<file path="src/rtl/camo_oracle_driver.sv">
`timescale 1ns/1ps
// camo_oracle_driver: initiator that applies one input pattern to the camouflaged netlist,
// steps it once and returns Q1..Q3. Define CAMO_ORACLE_SIG_EN to enable the 8-bit MISR on sig.
module camo_oracle_driver #(
    parameter int SETTLE_CYC = 2,
    parameter int NUM_IN     = 4,
    parameter int NUM_OUT    = 3,
    parameter int CNT_W      = 16
) (
    input  logic               CLK,
    input  logic               NRST,
    input  logic               req_valid,
    output logic               req_ready,
    input  logic [NUM_IN-1:0]  req_pat,
    input  logic               req_rst,
    output logic               rsp_valid,
    input  logic               rsp_ready,
    output logic [NUM_OUT-1:0] rsp_q,
    output logic [CNT_W-1:0]   qcount,
    output logic [NUM_IN-1:0]  dut_in,
    output logic               dut_nrst,
    output logic               dut_clk_en,
    input  logic [NUM_OUT-1:0] dut_q,
    output logic [7:0]         sig
);

    if (SETTLE_CYC < 1 || SETTLE_CYC > 15) begin : g_bad_settle
        $error("camo_oracle_driver: SETTLE_CYC must be within 1..15");
    end

    typedef enum logic [2:0] {IDLE, DRST, APPLY, STEP, HOLD, RESP} state_t;

    localparam logic [3:0] SETTLE_LD = 4'(SETTLE_CYC - 1);
    localparam logic [3:0] DRST_LD   = 4'd1;

    state_t             state_q, state_d;
    logic [3:0]         cnt_q, cnt_d;
    logic [NUM_IN-1:0]  pat_q, pat_d;
    logic               req_ready_d, rsp_valid_d, dut_nrst_d, dut_clk_en_d;
    logic [NUM_OUT-1:0] rsp_q_d;
    logic [CNT_W-1:0]   qcount_d;
    logic [NUM_IN-1:0]  dut_in_d;

    // NOTE: every signal written here gets a default first, so no path leaves it
    // unassigned and no latch is inferred.
    always_comb begin
        state_d      = state_q;
        cnt_d        = cnt_q;
        pat_d        = pat_q;
        req_ready_d  = req_ready;
        rsp_valid_d  = rsp_valid;
        rsp_q_d      = rsp_q;
        qcount_d     = qcount;
        dut_in_d     = dut_in;
        dut_nrst_d   = dut_nrst;
        dut_clk_en_d = 1'b0;

        case (state_q)
            IDLE: begin
                req_ready_d = 1'b1;
                dut_nrst_d  = 1'b1;
                if (req_valid && req_ready) begin
                    pat_d       = req_pat;
                    req_ready_d = 1'b0;
                    if (req_rst) begin
                        state_d    = DRST;
                        cnt_d      = DRST_LD;
                        dut_nrst_d = 1'b0;
                        dut_in_d   = '0;
                    end else begin
                        state_d  = APPLY;
                        cnt_d    = SETTLE_LD;
                        dut_in_d = req_pat;
                    end
                end
            end
            DRST: begin
                if (cnt_q == 4'd0) begin
                    state_d    = APPLY;
                    cnt_d      = SETTLE_LD;
                    dut_nrst_d = 1'b1;
                    dut_in_d   = pat_q;
                end else begin
                    cnt_d = cnt_q - 4'd1;
                end
            end
            APPLY: begin
                if (cnt_q == 4'd0) begin
                    state_d      = STEP;
                    dut_clk_en_d = 1'b1;
                end else begin
                    cnt_d = cnt_q - 4'd1;
                end
            end
            STEP: begin
                state_d = HOLD;
                cnt_d   = SETTLE_LD;
            end
            HOLD: begin
                if (cnt_q == 4'd0) begin
                    state_d     = RESP;
                    rsp_valid_d = 1'b1;
                    rsp_q_d     = dut_q;
                end else begin
                    cnt_d = cnt_q - 4'd1;
                end
            end
            RESP: begin
                if (rsp_ready) begin
                    state_d     = IDLE;
                    rsp_valid_d = 1'b0;
                    req_ready_d = 1'b1;
                    qcount_d    = (qcount == '1) ? qcount : qcount + CNT_W'(1);
                end
            end
            default: state_d = IDLE;
        endcase
    end

    // NOTE: state flops use non-blocking assignments so every register samples the
    // pre-edge values computed above, independent of statement order.
    always_ff @(posedge CLK or negedge NRST) begin
        if (!NRST) begin
            state_q    <= IDLE;
            cnt_q      <= '0;
            pat_q      <= '0;
            req_ready  <= 1'b0;
            rsp_valid  <= 1'b0;
            rsp_q      <= '0;
            qcount     <= '0;
            dut_in     <= '0;
            dut_nrst   <= 1'b0;
            dut_clk_en <= 1'b0;
        end else begin
            state_q    <= state_d;
            cnt_q      <= cnt_d;
            pat_q      <= pat_d;
            req_ready  <= req_ready_d;
            rsp_valid  <= rsp_valid_d;
            rsp_q      <= rsp_q_d;
            qcount     <= qcount_d;
            dut_in     <= dut_in_d;
            dut_nrst   <= dut_nrst_d;
            dut_clk_en <= dut_clk_en_d;
        end
    end

`ifdef CAMO_ORACLE_SIG_EN
    // Galois MISR for x^8+x^4+x^3+x^2+1; the response is folded in after the shift.
    logic [7:0] sig_q;
    logic [7:0] sig_shift;

    assign sig_shift = {sig_q[6:0], 1'b0} ^ (sig_q[7] ? 8'h1D : 8'h00);

    always_ff @(posedge CLK or negedge NRST) begin
        if (!NRST) begin
            sig_q <= '0;
        end else if (rsp_valid && rsp_ready) begin
            sig_q <= sig_shift ^ 8'(rsp_q);
        end
    end

    assign sig = sig_q;
`else
    assign sig = 8'h00;
`endif

endmodule

</file>
<file path="config.mk">
export PLATFORM = sky130hd
export DESIGN_NAME = camo_oracle_driver
export DESIGN_NICKNAME = d
export VERILOG_FILES = /design/src/rtl/camo_oracle_driver.sv
export SDC_FILE = /design/constraint.sdc
export NUM_CORES = 1
export LEC_CHECK = 0
export ABC_AREA = 1
export CORE_MARGIN = 3
export CORE_UTILIZATION = 48
export CTS_BUF_LIST = sky130_fd_sc_hd__clkbuf_8
export DETAILED_ROUTE_END_ITERATION = 8
export PLACE_DENSITY = 0.75
export SETUP_SLACK_MARGIN = 0.5
export SLEW_MARGIN = 0
export SYNTH_ARGS = -nofsm -noshare
export SYNTH_HDL_FRONTEND = slang
export SYNTH_SLANG_ARGS = --single-unit
</file>
<file path="constraint.sdc">
create_clock -name CLK -period 4.5 [get_ports CLK]
set_input_delay 0.675 -clock CLK [delete_from_list [all_inputs] [get_ports CLK]]
set_output_delay 0.675 -clock CLK [all_outputs]
set_load 0.01 [all_outputs]
</file>
==> summary.txt, run 1 <==
Critical path
  • Crit path DAT: 2190 ps
  • WP data required: 4640 ps
  • Top delay family on crit path: compound AO/OA/AOI/OAI gates
  • R2R Path Start: qcount[0]$_DFFE_PN0P_
  • R2R setup slack: 2450 ps
  • CP Depth: 6
  • Worst Reg-to-Reg Cells: 6
  • Crit path largest cell delay: 590 ps
  • Largest fanout on the critical path: 11
  • End of the worst register-to-register path: qcount[5]$_DFFE_PN0P_
  • Critical setup path kind: flop to flop
  • Critical path buffers and inverters: 1
  • Critical Path Slowest Stage Cell: o21ai_1
  • Cells along the critical path: ha_1, inv_2, nor2_4, nand2_2, o21ai_1, o21ai_0
  • CP Capture Type: flop
  • Worst setup SP type: flop

Global route
  • Vias in the first global route: 1,861
  • First-pass GRT wire length: 8160 um
  • Gr usage total: 0.187
  • GRT Residual Overflow: 0
  • Largest net degree at the start of global routing: 39
  • Initial antenna violation count: 0

Power and ir drop
  • Psw: 685 uW
  • Pwr Density: 580 nW/um2
  • Switching Fraction: 0.426
  • Sequential share of power: 0.367
  • Cell internal pwr: 921 uW
  • Leakage power: 1.36 nW
  • Clk network pwr share: 0.143
  • Worst VDD drop: 354 uV
  • Comb power frac: 0.489

Finish
  • Final core utilization: 0.619
  • Final non-filler cell total: 408
  • Share of cells above drive strength 1: 0.0955
  • N_diodes: 0
  • Nets: 371
  • Synthesis-to-finish area growth: 20.5%

Logic synthesis
  • Syn Area/Cell: 7.30 um2
  • Netlist Area Pre-Place: 2300 um2
  • Sequential share of the synthesized area: 0.414
  • EDFF count, synth: 0
  • Count leader, synth: nand2_1
  • Synth area leader: dfrtp_1
  • Yosys warns: 0
  • Synth Register Bits: 38
  • Synth Instances: 315
  • Ranking of synthesized cells by area: dfrtp_1, nand2_1, inv_1
  • Synth top cells by count: nand2_1, dfrtp_1, inv_1
  • Synth unique cells: 28
  • Ys async rst share: 1.00
  • Synth Flop Type: dfrtp_1
  • Share of the synthesized area in the top cell type: 0.414

Floorplanning
  • Die height: 75.2 um
  • Initial Utilization: 0.514
  • Die ar.: 5660 um2
  • # IOs: 47
  • Chip Width: 75.2 um
  • Core ar.: 4470 um2
  • Rows: 24

Timing
  • Slew Limit Headroom: 0.410
  • Period utilization: 0.456
  • Worst-Margin Slew: 885 ps
  • Final Hold Viols: 0
  • RSZ-0062 raised after global routing: no
  • Achievable Freq: 0.488 GHz
  • Final setup violation count: 0
  • Final min period: 2050 ps
  • Post-route setup TNS: 0 ps
  • Setup Skew: 12.0 ps
  • Final slew viol count: 0

CTS
  • Root buf cell: clkbuf_8
  • Total CTS buffers: 5
  • Post-CTS setup repair buffer count: 0
  • Hold_buf cts: 0
  • Max clock buf depth: 2
  • Clock sink count: 38
  • Reg clk slew, reported paths: 80 ps
  • Clock latency at the later pin of the worst-skew pair: 290 ps
  • H-Tree Depth: 2
  • Post-CTS resize count: 0
  • CTS tree: done

Drt
  • DR iter-0 viols: 128
  • DR pass1 iterations: 4
  • Final ANT Viol Nets: 0
  • DR vias: 2,055
  • Vias per cell: 5.04
  • # DRC: 0
  • Detailed-route wire length: 4880 um
  • Drt wl/cell: 12.0 um

Run status
  • Outcome: complete, no violations

Placement
  • # placed instances: 402
  • GP Congestion: 0.877
  • DP HPWL: 3720 um
  • Port buffer count: 38

Job
  • Max-cap violation count: 0

Worst hold path
  • Hold EP: pat_q[3]$_DFFE_PN0P_
  • Hold Path Stages: 2
  • Min-Delay Startpoint: pat_q[3]$_DFFE_PN0P_
  • Worst hold path type: flop to flop
==> how the worst max path moves through the flow <==
stage | slack (ps) | to | start
3_3_place_gp | 2460 | qcount[5]$_DFFE_PN0P_ | rsp_ready
5_1_grt | 2310 | qcount[5]$_DFFE_PN0P_ | qcount[1]$_DFFE_PN0P_
3_5_place_dp | 2380 | qcount[6]$_DFFE_PN0P_ | rsp_ready
6_report | 2450 | qcount[5]$_DFFE_PN0P_ | qcount[0]$_DFFE_PN0P_
2_1_floorplan | 2960 | qcount[13]$_DFFE_PN0P_ | qcount[0]$_DFFE_PN0P_
4_1_cts | 2460 | qcount[5]$_DFFE_PN0P_ | qcount[0]$_DFFE_PN0P_
==> kinds of logic after synthesis <==
group	Yosys count	synth area share
AO/OA/AOI/OAI	24	0.0632
XOR/XNOR	6	0.0229
adder cells (fa/ha/maj)	2	0.0109
buffers and inverters	44	0.0920
flip-flops	38	0.414
other	1	0.00163
AND/OR/NAND/NOR	200	0.396
==> cell type report <==
| type | count | area [um2] |
|---|---|---|
| clock buffers | 6 | 82.6 |
| fillers | 424 | 1710 |
| inverters | 34 | 133 |
| multi-input cells | 240 | 1160 |
| flip-flops and latches | 38 | 951 |
| well taps | 52 | 65.1 |
| repair buffers | 38 | 375 |
==> per-stage QoR <==
step | worst slack [ps] | hold slack, ps | instance area (um2) | total power, mW
2_1_floorplan | 2960 | 379 | 2320 | 1.10
3_3_place_gp | 2460 | 457 | 2690 | 1.36
3_5_place_dp | 2380 | 460 | 2690 | 1.39
4_1_cts | 2460 | 477 | 2770 | 1.62
5_1_grt | 2310 | 491 | 2770 | 1.76
6_report | 2450 | 474 | 2770 | 1.61
==> state kept, by name (all words and copies together), names as in the netlist <==
name        count
dut_in          4
rsp_q           3
rsp_valid       1
dut_nrst        1
pat_q           4
dut_clk_en      1
cnt_q           4
qcount         16
state_q         3
req_ready       1
==> placed cells by master (no fill, tap or decap), types with 4 or more instances in the layout <==
master,count
nand3_1,20
clkdlybuf4s50_1,37
nand4_1,10
conb_1,8
o21ai_1,7
nand2_2,4
dfrtp_1,38
o21ai_0,10
nand2_1,133
inv_1,29
nor2_2,5
inv_2,4
clkbuf_8,6
nor2_1,19
==> worst register-to-register path, delay by kind of cell, from the launching register on <==
family,cells,cell delay [ps]
AO/OA/AOI/OAI,2,800
adder cells (fa/ha/maj),1,340
buffers and inverters,1,80
flip-flops,1,430
AND/OR/NAND/NOR,2,250
==> power by group through the flow <==
stage / Sequential, mW / Combinational, mW / Clock (mW)
after floorplan: 0.609 / 0.489 / 0
after global placement: 0.594 / 0.770 / 0
after detailed placement: 0.595 / 0.792 / 0
after CTS: 0.590 / 0.794 / 0.236
after global routing: 0.614 / 0.891 / 0.252
final: 0.590 / 0.786 / 0.230
==> metal layers <==
metal | wire length, um | global-route usage | part of all wire
met1 | 2270 | 0.248 | 0.46
met2 | 2340 | 0.316 | 0.48
met3 | 227 | 0.0401 | 0.046
met4 | 46 | 0.0408 | 0.0094
met5 | 0 | 0 | 0
Power figures use the tool's default switching activity.
==> run 2, diff against run 1 <==
--- a/config.mk
+++ b/config.mk
@@ -10,7 +10,7 @@
 export CORE_UTILIZATION = 48
 export CTS_BUF_LIST = sky130_fd_sc_hd__clkbuf_8
 export DETAILED_ROUTE_END_ITERATION = 8
-export PLACE_DENSITY = 0.75
+export PLACE_DENSITY = 0.78
 export SETUP_SLACK_MARGIN = 0.5
 export SLEW_MARGIN = 0
 export SYNTH_ARGS = -nofsm -noshare
==> constraint.sdc (replaced) <==
create_clock -name CLK -period 1.65 [get_ports CLK]
set_input_delay 0.2475 -clock CLK [delete_from_list [all_inputs] [get_ports CLK]]
set_output_delay 0.2475 -clock CLK [all_outputs]
set_load 0.01 [all_outputs]
==> run 2 against run 1 <==
- the flow now finishes with violations (setup timing)
- core utilization grew 24 points
- clock power grew to 3.1 times the previous value
- setup slack lost 2500 ps
- sequential power grew to 2.8 times the previous value
- register-to-register slack lost 2500 ps
- largest cell class unchanged
==> summary.txt, run 2 (synthesis gave the netlist of run 1 again) <==
Power and ir drop
  • Comb power frac: 0.645 (+0.156)
  • Clk network pwr share: 0.107 (-0.036)
  • Psw: 3.00 mW (+340%)
  • Pwr Density: 1700 nW/um2 (+190%)
  • Leakage power: 1.96 nW (+44%)
  • Worst VDD drop: 1120 uV (+220%)
  • Switching Fraction: 0.457 (+0.0306)
  • Sequential share of power: 0.248 (-0.119)
  • Final Total Pwr: 6.56 mW (+310%)
  • Cell internal pwr: 3.56 mW (+290%)

Finish
  • Most common cell after layout, fill and taps aside: nand2_1
  • N_diodes: 0 (unchanged)
  • Largest Register: qcount
  • Synthesis-to-finish area growth: 67.7%
  • Nets: 456 (+23%)
  • Post-Layout Inst Area: 3850 um2 (+39%)
  • Max reg flops: 16 (unchanged)
  • Share of cells above drive strength 1: 0.483 (+0.388)
  • Most frequent cells in the layout: nand2_1, buf_4, buf_6

Timing
  • Period utilization: 1.02 (+0.563)
  • Worst-Margin Slew: 509 ps (-376 ps)
  • Final min period: 1680 ps (-369 ps)
  • Setup Skew: 13.2 ps (+1.25 ps)
  • Achievable Freq: 0.595 GHz (+22%)
  • RSZ-0062 raised after global routing: yes
  • Final slew viol count: 0 (unchanged)
  • Final critical-path setup slack: -31.5 ps (-2480 ps)
  • Final setup violation count: 1 (+1)
  • Final Hold Viols: 0 (unchanged)
  • Slew Limit Headroom: 0.661 (+0.250)

Global route
  • First-pass GRT wire length: 11,700 um (+44%)
  • Largest net degree at the start of global routing: 21 (-46%)
  • Gr usage total: 0.275 (+0.0878)
  • Vias in the first global route: 2,492 (+34%)
  • GRT Residual Overflow: 0 (unchanged)
  • Initial antenna violation count: 0 (unchanged)

Floorplanning
  • Initial Utilization: 0.514 (unchanged)
  • Die ar.: 5660 um2 (unchanged)
  • Core ar.: 4470 um2 (unchanged)
  • Die height: 75.2 um (unchanged)
  • Rows: 24 (unchanged)
  • # IOs: 47 (unchanged)
  • Chip Width: 75.2 um (unchanged)

CTS
  • Max clock buf depth: 2 (unchanged)
  • Total CTS buffers: 5 (unchanged)
  • Root buf cell: clkbuf_8
  • H-Tree Depth: 2 (unchanged)
  • Clock latency at the later pin of the worst-skew pair: 310 ps (+20 ps)
  • Reg clk slew, reported paths: 90 ps (about the same)
  • Clock sink count: 38 (unchanged)
  • CTS tree: done

Placement
  • Dpl ws: 78.4 ps (-2300 ps)
  • DP HPWL: 4010 um (+7.7%)
  • Cell area after placement: 2920 um2 (+8.7%)
  • Port buffer count: 38 (unchanged)
  • GP Congestion: 0.899 (+2.5%)

Critical path
  • Worst setup SP type: flop
  • Largest fanout on the critical path: 6 (-5)
  • Crit path DAT: 1880 ps (-310 ps)
  • CP Capture Type: flop
  • WP data required: 1850 ps (-2790 ps)
  • Critical setup path kind: flop to flop

Worst hold path
  • Worst hold path type: input pin to async pin

Drt
  • Final ANT Viol Nets: 0 (unchanged)
  • DR iter-0 viols: 271 (+110%)
  • DR vias: 2,902 (+41%)
  • DR pass1 iterations: 5 (+1)
  • Detailed-route wire length: 9460 um (+94%)
  • Drt wl/cell: 19.1 um (+60%)
  • Vias per cell: 5.86 (+16%)
  • # DRC: 0 (unchanged)

Job
  • Max-cap violation count: 0 (unchanged)

Run status
  • Outcome: finished, violations left
  • Failing checks: setup timing
-- run 2: worst max-delay path, cell delays in order (launching register included) --
cell and delay (ps):
dfrtp_1 390, nand2_1 140, nor2_2 280, nand2_4 120
o21ai_4 240, buf_6 170, nand2_1 70, o21ai_1 160
-- run 2: power by group through the flow --
stage                     sequential (mW)  combinational [mW]  clock (mW)
after floorplan                      1.71                1.48           0
after global placement               1.62                2.40           0
after detailed placement             1.62                2.45           0
after CTS                            1.56                3.45       0.680
after global routing                 1.65                4.49       0.734
final                                1.63                4.23       0.702
-- run 2: through the flow --
step | cells | utilization | hold WS, ps | setup TNS (ps)
floorplan | 322 | - | -48.1 | 0
detailed placement | 419 | 0.653 | 232 | 0
global route | 495 | 0.862 | 486 | -107
global placement | 419 | 0.653 | 220 | 0
CTS | 479 | 0.806 | 447 | 0
finish | 495 | 0.862 | 432 | -31.5
-- run 2: routing by layer --
metal,global-route usage,share of wire
met1,0.318,0.36
met2,0.502,0.51
met3,0.0481,0.074
met4,0.107,0.061
met5,0,0
-- run 2: cell type report --
class | count | area (um2)
Multi-Input combinational cell | 240 | 1480
Tap cell | 52 | 65.1
Fill cell | 235 | 619
Timing Repair Buffer | 123 | 1110
Clock buffer | 6 | 82.6
Sequential cell | 38 | 958
Clock inverter | 2 | 8.76
Inverter | 34 | 153
-- run 2: timing repair --
| action | 4_1_cts | 5_1_grt |
|---|---|---|
| gates resized for setup | 172 | 56 |
| hold buffers | 1 | 0 |
| buffers inserted | 50 | 15 |
| pin swaps | 34 | 28 |
| setup endpoints to repair | 63 | 53 |
| gates cloned | 1 | 1 |
| hold endpoints to repair | 18 | 0 |
-- run 2: worst paths after layout --
check	cells after the start	slack, ps	from	to
setup / recovery	7	-30	qcount[4]$_DFFE_PN0P_	qcount[2]$_DFFE_PN0P_
hold / removal	2	430	NRST	qcount[14]$_DFFE_PN0P_
setup reg to reg	7	-30	qcount[4]$_DFFE_PN0P_	qcount[2]$_DFFE_PN0P_
hold reg to reg	2	470	pat_q[1]$_DFFE_PN0P_	pat_q[1]$_DFFE_PN0P_
max in group asynchronous	3	710	NRST	cnt_q[1]$_DFFE_PN0P_
min in group CLK	2	470	pat_q[1]$_DFFE_PN0P_	pat_q[1]$_DFFE_PN0P_
